==> src/rtl/pp_pkg.sv <==
// Shared definitions for the ping-pong arbiter: FSM state encoding and default
// burst-length counter width.
package pp_pkg;

   localparam int PP_LEN_W = 4;

   typedef enum logic [1:0] {
      ST_IDLE  = 2'd0,
      ST_SETUP = 2'd1,
      ST_BURST = 2'd2,
      ST_DONE  = 2'd3
   } pp_state_t;

endpackage

==> src/rtl/pp_rr_pick.sv <==
// Two-way round-robin pick: a lone requester always wins. On a tie, the
// requester that was not served last wins.
module pp_rr_pick (
   input  logic req0,
   input  logic req1,
   input  logic ptr,
   output logic owner,
   output logic valid
);

   assign valid = req0 | req1;
   assign owner = (req0 & req1) ? ~ptr : req1;

endmodule

==> src/rtl/pp_arb_ctrl.sv <==
// Arbitrates two requesters for a shared sequence FSM. The winner gets a reset
// pulse, a burst of registered x/y stimulus, and a latched q_in result.
module pp_arb_ctrl
   import pp_pkg::*;
#(
   parameter int LEN_W = PP_LEN_W
) (
   input  logic             Clk,
   input  logic             Rst,
   input  logic             req0,
   input  logic             req1,
   input  logic             x0,
   input  logic             y0,
   input  logic             x1,
   input  logic             y1,
   input  logic [LEN_W-1:0] len0,
   input  logic [LEN_W-1:0] len1,
   input  logic             q_in,
   output logic             gnt0,
   output logic             gnt1,
   output logic             x_o,
   output logic             y_o,
   output logic             fsm_rst,
   output logic             done,
   output logic             aborted,
   output logic             result,
   output logic             busy
);

   localparam logic [LEN_W-1:0] ONE = LEN_W'(1);

   logic             w_owner;
   logic             w_valid;
   logic             w_own_req;
   logic             w_own_x;
   logic             w_own_y;
   logic [LEN_W-1:0] w_req_len;

   pp_state_t        r_state;
   logic             r_owner;
   logic             r_ptr;
   logic [LEN_W-1:0] r_len;
   logic [LEN_W-1:0] r_cnt;
   logic             r_gnt0;
   logic             r_gnt1;
   logic             r_x;
   logic             r_y;
   logic             r_fsm_rst;
   logic             r_done;
   logic             r_aborted;
   logic             r_result;
   logic             r_busy;

   pp_rr_pick u_pick (
      .req0  (req0),
      .req1  (req1),
      .ptr   (r_ptr),
      .owner (w_owner),
      .valid (w_valid)
   );

   // Once the block is busy only the latched owner's inputs are looked at.
   assign w_own_req = r_owner ? req1 : req0;
   assign w_own_x   = r_owner ? x1   : x0;
   assign w_own_y   = r_owner ? y1   : y0;
   assign w_req_len = w_owner ? len1 : len0;

   // NOTE: every state bit uses <= so all registers update from pre-edge values.
   always_ff @(posedge Clk or negedge Rst) begin
      if (!Rst) begin
         r_state   <= ST_IDLE;
         r_owner   <= 1'b0;
         r_ptr     <= 1'b1;
         r_len     <= '0;
         r_cnt     <= '0;
         r_gnt0    <= 1'b0;
         r_gnt1    <= 1'b0;
         r_x       <= 1'b0;
         r_y       <= 1'b0;
         r_fsm_rst <= 1'b1;
         r_done    <= 1'b0;
         r_aborted <= 1'b0;
         r_result  <= 1'b0;
         r_busy    <= 1'b0;
      end else begin
         r_done    <= 1'b0;
         r_fsm_rst <= 1'b0;
         case (r_state)
            ST_IDLE: begin
               if (w_valid) begin
                  r_state   <= ST_SETUP;
                  r_owner   <= w_owner;
                  r_ptr     <= w_owner;
                  r_len     <= (w_req_len == '0) ? ONE : w_req_len;
                  r_gnt0    <= ~w_owner;
                  r_gnt1    <= w_owner;
                  r_fsm_rst <= 1'b1;
                  r_busy    <= 1'b1;
                  r_x       <= 1'b0;
                  r_y       <= 1'b0;
               end
            end
            ST_SETUP: begin
               r_state <= ST_BURST;
               r_cnt   <= r_len;
               r_x     <= w_own_x;
               r_y     <= w_own_y;
            end
            ST_BURST: begin
               r_cnt <= r_cnt - ONE;
               if (!w_own_req || r_cnt == ONE) begin
                  // A drop coinciding with the final count is a normal completion.
                  r_state   <= ST_DONE;
                  r_done    <= 1'b1;
                  r_result  <= q_in;
                  r_aborted <= (r_cnt != ONE);
                  r_gnt0    <= 1'b0;
                  r_gnt1    <= 1'b0;
                  r_x       <= 1'b0;
                  r_y       <= 1'b0;
               end else begin
                  r_x <= w_own_x;
                  r_y <= w_own_y;
               end
            end
            ST_DONE: begin
               r_state <= ST_IDLE;
               r_busy  <= 1'b0;
            end
            default: begin
               r_state <= ST_IDLE;
               r_busy  <= 1'b0;
            end
         endcase
      end
   end

   assign gnt0    = r_gnt0;
   assign gnt1    = r_gnt1;
   assign x_o     = r_x;
   assign y_o     = r_y;
   assign fsm_rst = r_fsm_rst;
   assign done    = r_done;
   assign aborted = r_aborted;
   assign result  = r_result;
   assign busy    = r_busy;

endmodule

==> config.mk <==
export PLATFORM = sky130hd
export DESIGN_NAME = pp_arb_ctrl
export DESIGN_NICKNAME = d
export VERILOG_FILES = /design/src/rtl/pp_pkg.sv /design/src/rtl/pp_rr_pick.sv /design/src/rtl/pp_arb_ctrl.sv
export SDC_FILE = /design/constraint.sdc
export NUM_CORES = 1
export LEC_CHECK = 0
export ABC_AREA = 1
export ABC_CLOCK_PERIOD_IN_PS = 1350
export CELL_PAD_IN_SITES_DETAIL_PLACEMENT = 0
export CELL_PAD_IN_SITES_GLOBAL_PLACEMENT = 1
export CORE_ASPECT_RATIO = 1.1
export CORE_MARGIN = 2
export CORE_UTILIZATION = 31
export CTS_CLUSTER_SIZE = 25
export DETAILED_ROUTE_END_ITERATION = 8
export PLACE_DENSITY = 0.76
export SLEW_MARGIN = 40
export SYNTH_ARGS = -nofsm -noshare
export SYNTH_HDL_FRONTEND = slang
export SYNTH_SLANG_ARGS = --single-unit
==> constraint.sdc <==
create_clock -name Clk -period 1.35 [get_ports Clk]
set_clock_uncertainty 0.1 [all_clocks]
set_input_delay 0.405 -clock Clk [delete_from_list [all_inputs] [get_ports Clk]]
set_output_delay 0.405 -clock Clk [all_outputs]
set_load 0.02 [all_outputs]
==> impl_results.md <==
* Most common cell after layout, fill and taps aside: nand2_1
* Peak VDD IR at 0.974 mV
* Maxcap violations at 0
* IO Count at 26
* Cts bufs inserted at 3
* DR iter-0 viols at 35
* Min Tclk post-route at 1.47 ns
* Endpoints failing setup at 6
* Wire length per cell at 11.6 um
* Final Max Slew Viols at 0
* Period utilization at 1.09
* Clk pin slew, worst setup/hold paths at 0.12 ns
* Storage cell area at 528 um2
* First-pass GRT wire length at 4.46 mm
* Worst r2r src: r_state[1]
* Buf/Inv on CP at 1
* Unrepaired setup endpoints after global routing: yes
* Post-detail-place hpwl at 2.00 mm
* Crit Path Max Fanout at 1
* Via count at 1,122
* Avg Cell Area, Syn at 7.76 um2
* WP data arrival at 0.96 ns
* Clock Tree Buf Depth at 2
* Hold_buf cts at 0
* H-tree depth at 1
* Rows at 22
* Final hold violations at 0
* Reg2Reg Setup Slack at 0.02 ns
* Height of the die at 66.5 um
* Layout cells sized above 1 at 0.424
* Min-delay worst type: in2async
* Terminus of the critical flop-to-flop path: y_o
* Fmax at 681 MHz
* Final antenna-violating net count at 0
* Final core utilization at 0.572
* Non-Filler Instances at 251
* Delay-heaviest family, CP: flip-flops
* CTS tree: built
* Yosys cell types at 18
* Crit path cell chain: buf_6
* Slew HR at 0.821
* FILL cells at 310
* Critical Path Start Type: register
* Residual DRC at 0
* Pre-Repair DR Iteration Count at 6
* Area of the die at 4050 um2
* YS warnings at 0
* Final worst slack at -0.118 ns
* Crit path largest cell delay at 0.55 ns
* Die Wd at 60.9 um
* #FFs+latches synth at 21
* Post-placement cell count at 235
* Failing checks: setup timing
* Clk_lat worst skew at 0.31 ns
* Final #Nets at 227
* Initial antenna violation count at 0
* Routed wire length at 2.91 mm
* Worst setup EP type: primary output
* Grt ovf at 0
* Power Dens Cells at 2450 nW/um2
* Area of the multi-input gates at 663 um2
* GRT Total Usage at 0.145
* Mapped Cells at 142
* Routed vias/inst at 4.47
* Initial Utilization at 0.328
* Leakage at 0.945 nW
* CTS sink cnt at 21
* Largest net degree at the start of global routing at 22
* Port Buffers at 25
* Crit Path Class: reg2out
* Root buffer cell: clkbuf_4
* Mapped Area at 1100 um2
* Most frequent cells in the layout: 37 x nand2_1, 25 x buf_4, 19 x dfrtp_1, 15 x buf_6, 14 x clkdlybuf4s50_1
* Final Wtd Congestion at 0.820
* # diodes at 0
* Syn_nets at 165
* Area growth from synthesis to layout at 74.1%
* Sequential fraction of the synthesis area at 0.479
* WP data required at 0.85 ns
* R2r worst-path depth at 7
* Via count of the first global-routing pass at 1,088
* Max stage delay cell, worst path: dfstp_2
* CORE AREA at 3360 um2
* Status: finished, violations left
* Measured slew at the worst slew-check pin at 0.268 ns
==> report_power, final <==
group / switching [mW] / internal, mW / total [mW] / leakage [nW]
clock network: 0.201 / 0.111 / 0.311 / 0.0177
logic: 1.61 / 1.62 / 3.23 / 0.673
registers: 0.202 / 0.952 / 1.15 / 0.254
total: 2.02 / 2.68 / 4.69 / 0.945
==> sequential cells by signal, indices dropped and copies added, names as in the netlist <==
| register | flops |
|---|---|
| r_ptr | 1 |
| gnt1 | 1 |
| x_o | 1 |
| aborted | 1 |
| r_owner | 1 |
| y_o | 1 |
| r_cnt | 4 |
| result | 1 |
| fsm_rst | 1 |
| done | 1 |
| gnt0 | 1 |
| r_state | 2 |
| busy | 1 |
| r_len | 4 |
==> final cells by class <==
cell class                 count  area share
tap                           48      0.0313
sequential                    21       0.275
timing repair buffer          58       0.291
multi-input combinational    100       0.346
clock buffer                   3      0.0117
clock inverter                 1     0.00261
inverter                      20      0.0430
==> per-layer routing <==
metal | share of wire | vias up | track usage
met4 | 0.013 | 0 | 0.0571
met3 | 0.039 | 4 | 0.0117
met2 | 0.50 | 29 | 0.261
li1 | - | 574 | -
met5 | 0 | - | 0
met1 | 0.44 | 515 | 0.173
==> worst max path at each step <==
| stage | endpoint | startpoint | cells after the start |
|---|---|---|---|
| 2_1_floorplan | gnt0 | r_state[0] | 7 |
| 3_3_place_gp | r_len[0] | req0 | 7 |
| 3_5_place_dp | r_len[0] | req0 | 7 |
| 4_1_cts | fsm_rst | fsm_rst | 1 |
| 5_1_grt | fsm_rst | fsm_rst | 1 |
| 6_report | fsm_rst | fsm_rst | 1 |
==> worst register-to-register path: cells and delay by family, from the launching register on <==
kind / cells / cell delay (ns)
compound gates: 1 / 0.17
fa+ha+maj: 1 / 0.19
buf+inv: 2 / 0.21
flops: 1 / 0.40
simple gates: 3 / 0.16
==> cells by family (layout without fill, tap and decap cells) <==
kind of cell | after synthesis | after routing | synth area share
AO/OA/AOI/OAI | 22 | 22 | 0.109
adder cells (fa/ha/maj) | 6 | 6 | 0.0681
buffers and inverters | 21 | 82 | 0.0726
flip-flops | 21 | 21 | 0.479
AND/OR/NAND/NOR | 72 | 72 | 0.271
==> synth_stat cells (all sizes together) <==
| cell type | n | share of area |
|---|---|---|
| nand4 | 1 | 0.0057 |
| nand2 | 47 | 0.17 |
| nand3b | 1 | 0.0068 |
| inv | 20 | 0.068 |
| a21oi | 3 | 0.014 |
| dfstp | 2 | 0.048 |
| nand3 | 10 | 0.045 |
| o21ai | 18 | 0.089 |
| a22oi | 1 | 0.0068 |
| buf | 1 | 0.0045 |
| dfrtp | 19 | 0.43 |
| ha | 6 | 0.068 |
| nor2 | 13 | 0.047 |
==> stage by stage <==
step                      setup slack (ns)  power, mW  TNS (ns)  hold slack (ns)  area [um2]
final                               -0.118       4.69    -0.159            0.327        1920
after global placement              -0.354       3.30     -5.62            0.354        1600
after floorplan                   -0.00891       2.37  -0.00891          0.00941        1110
after global routing                -0.152       5.08    -0.689            0.337        1920
after CTS                           -0.135       3.87    -0.271            0.328        1690
after detailed placement            -0.379       3.35     -5.94            0.361        1600
==> what timing repair did <==
action | CTS | global route
endpoints found under the setup margin | 23 | 28
setup buffers | 2 | 9
gates cloned | 0 | 1
resized for setup | 67 | 53
pin swaps | 2 | 18
No activity file was read; power rests on OpenSTA's default activity.
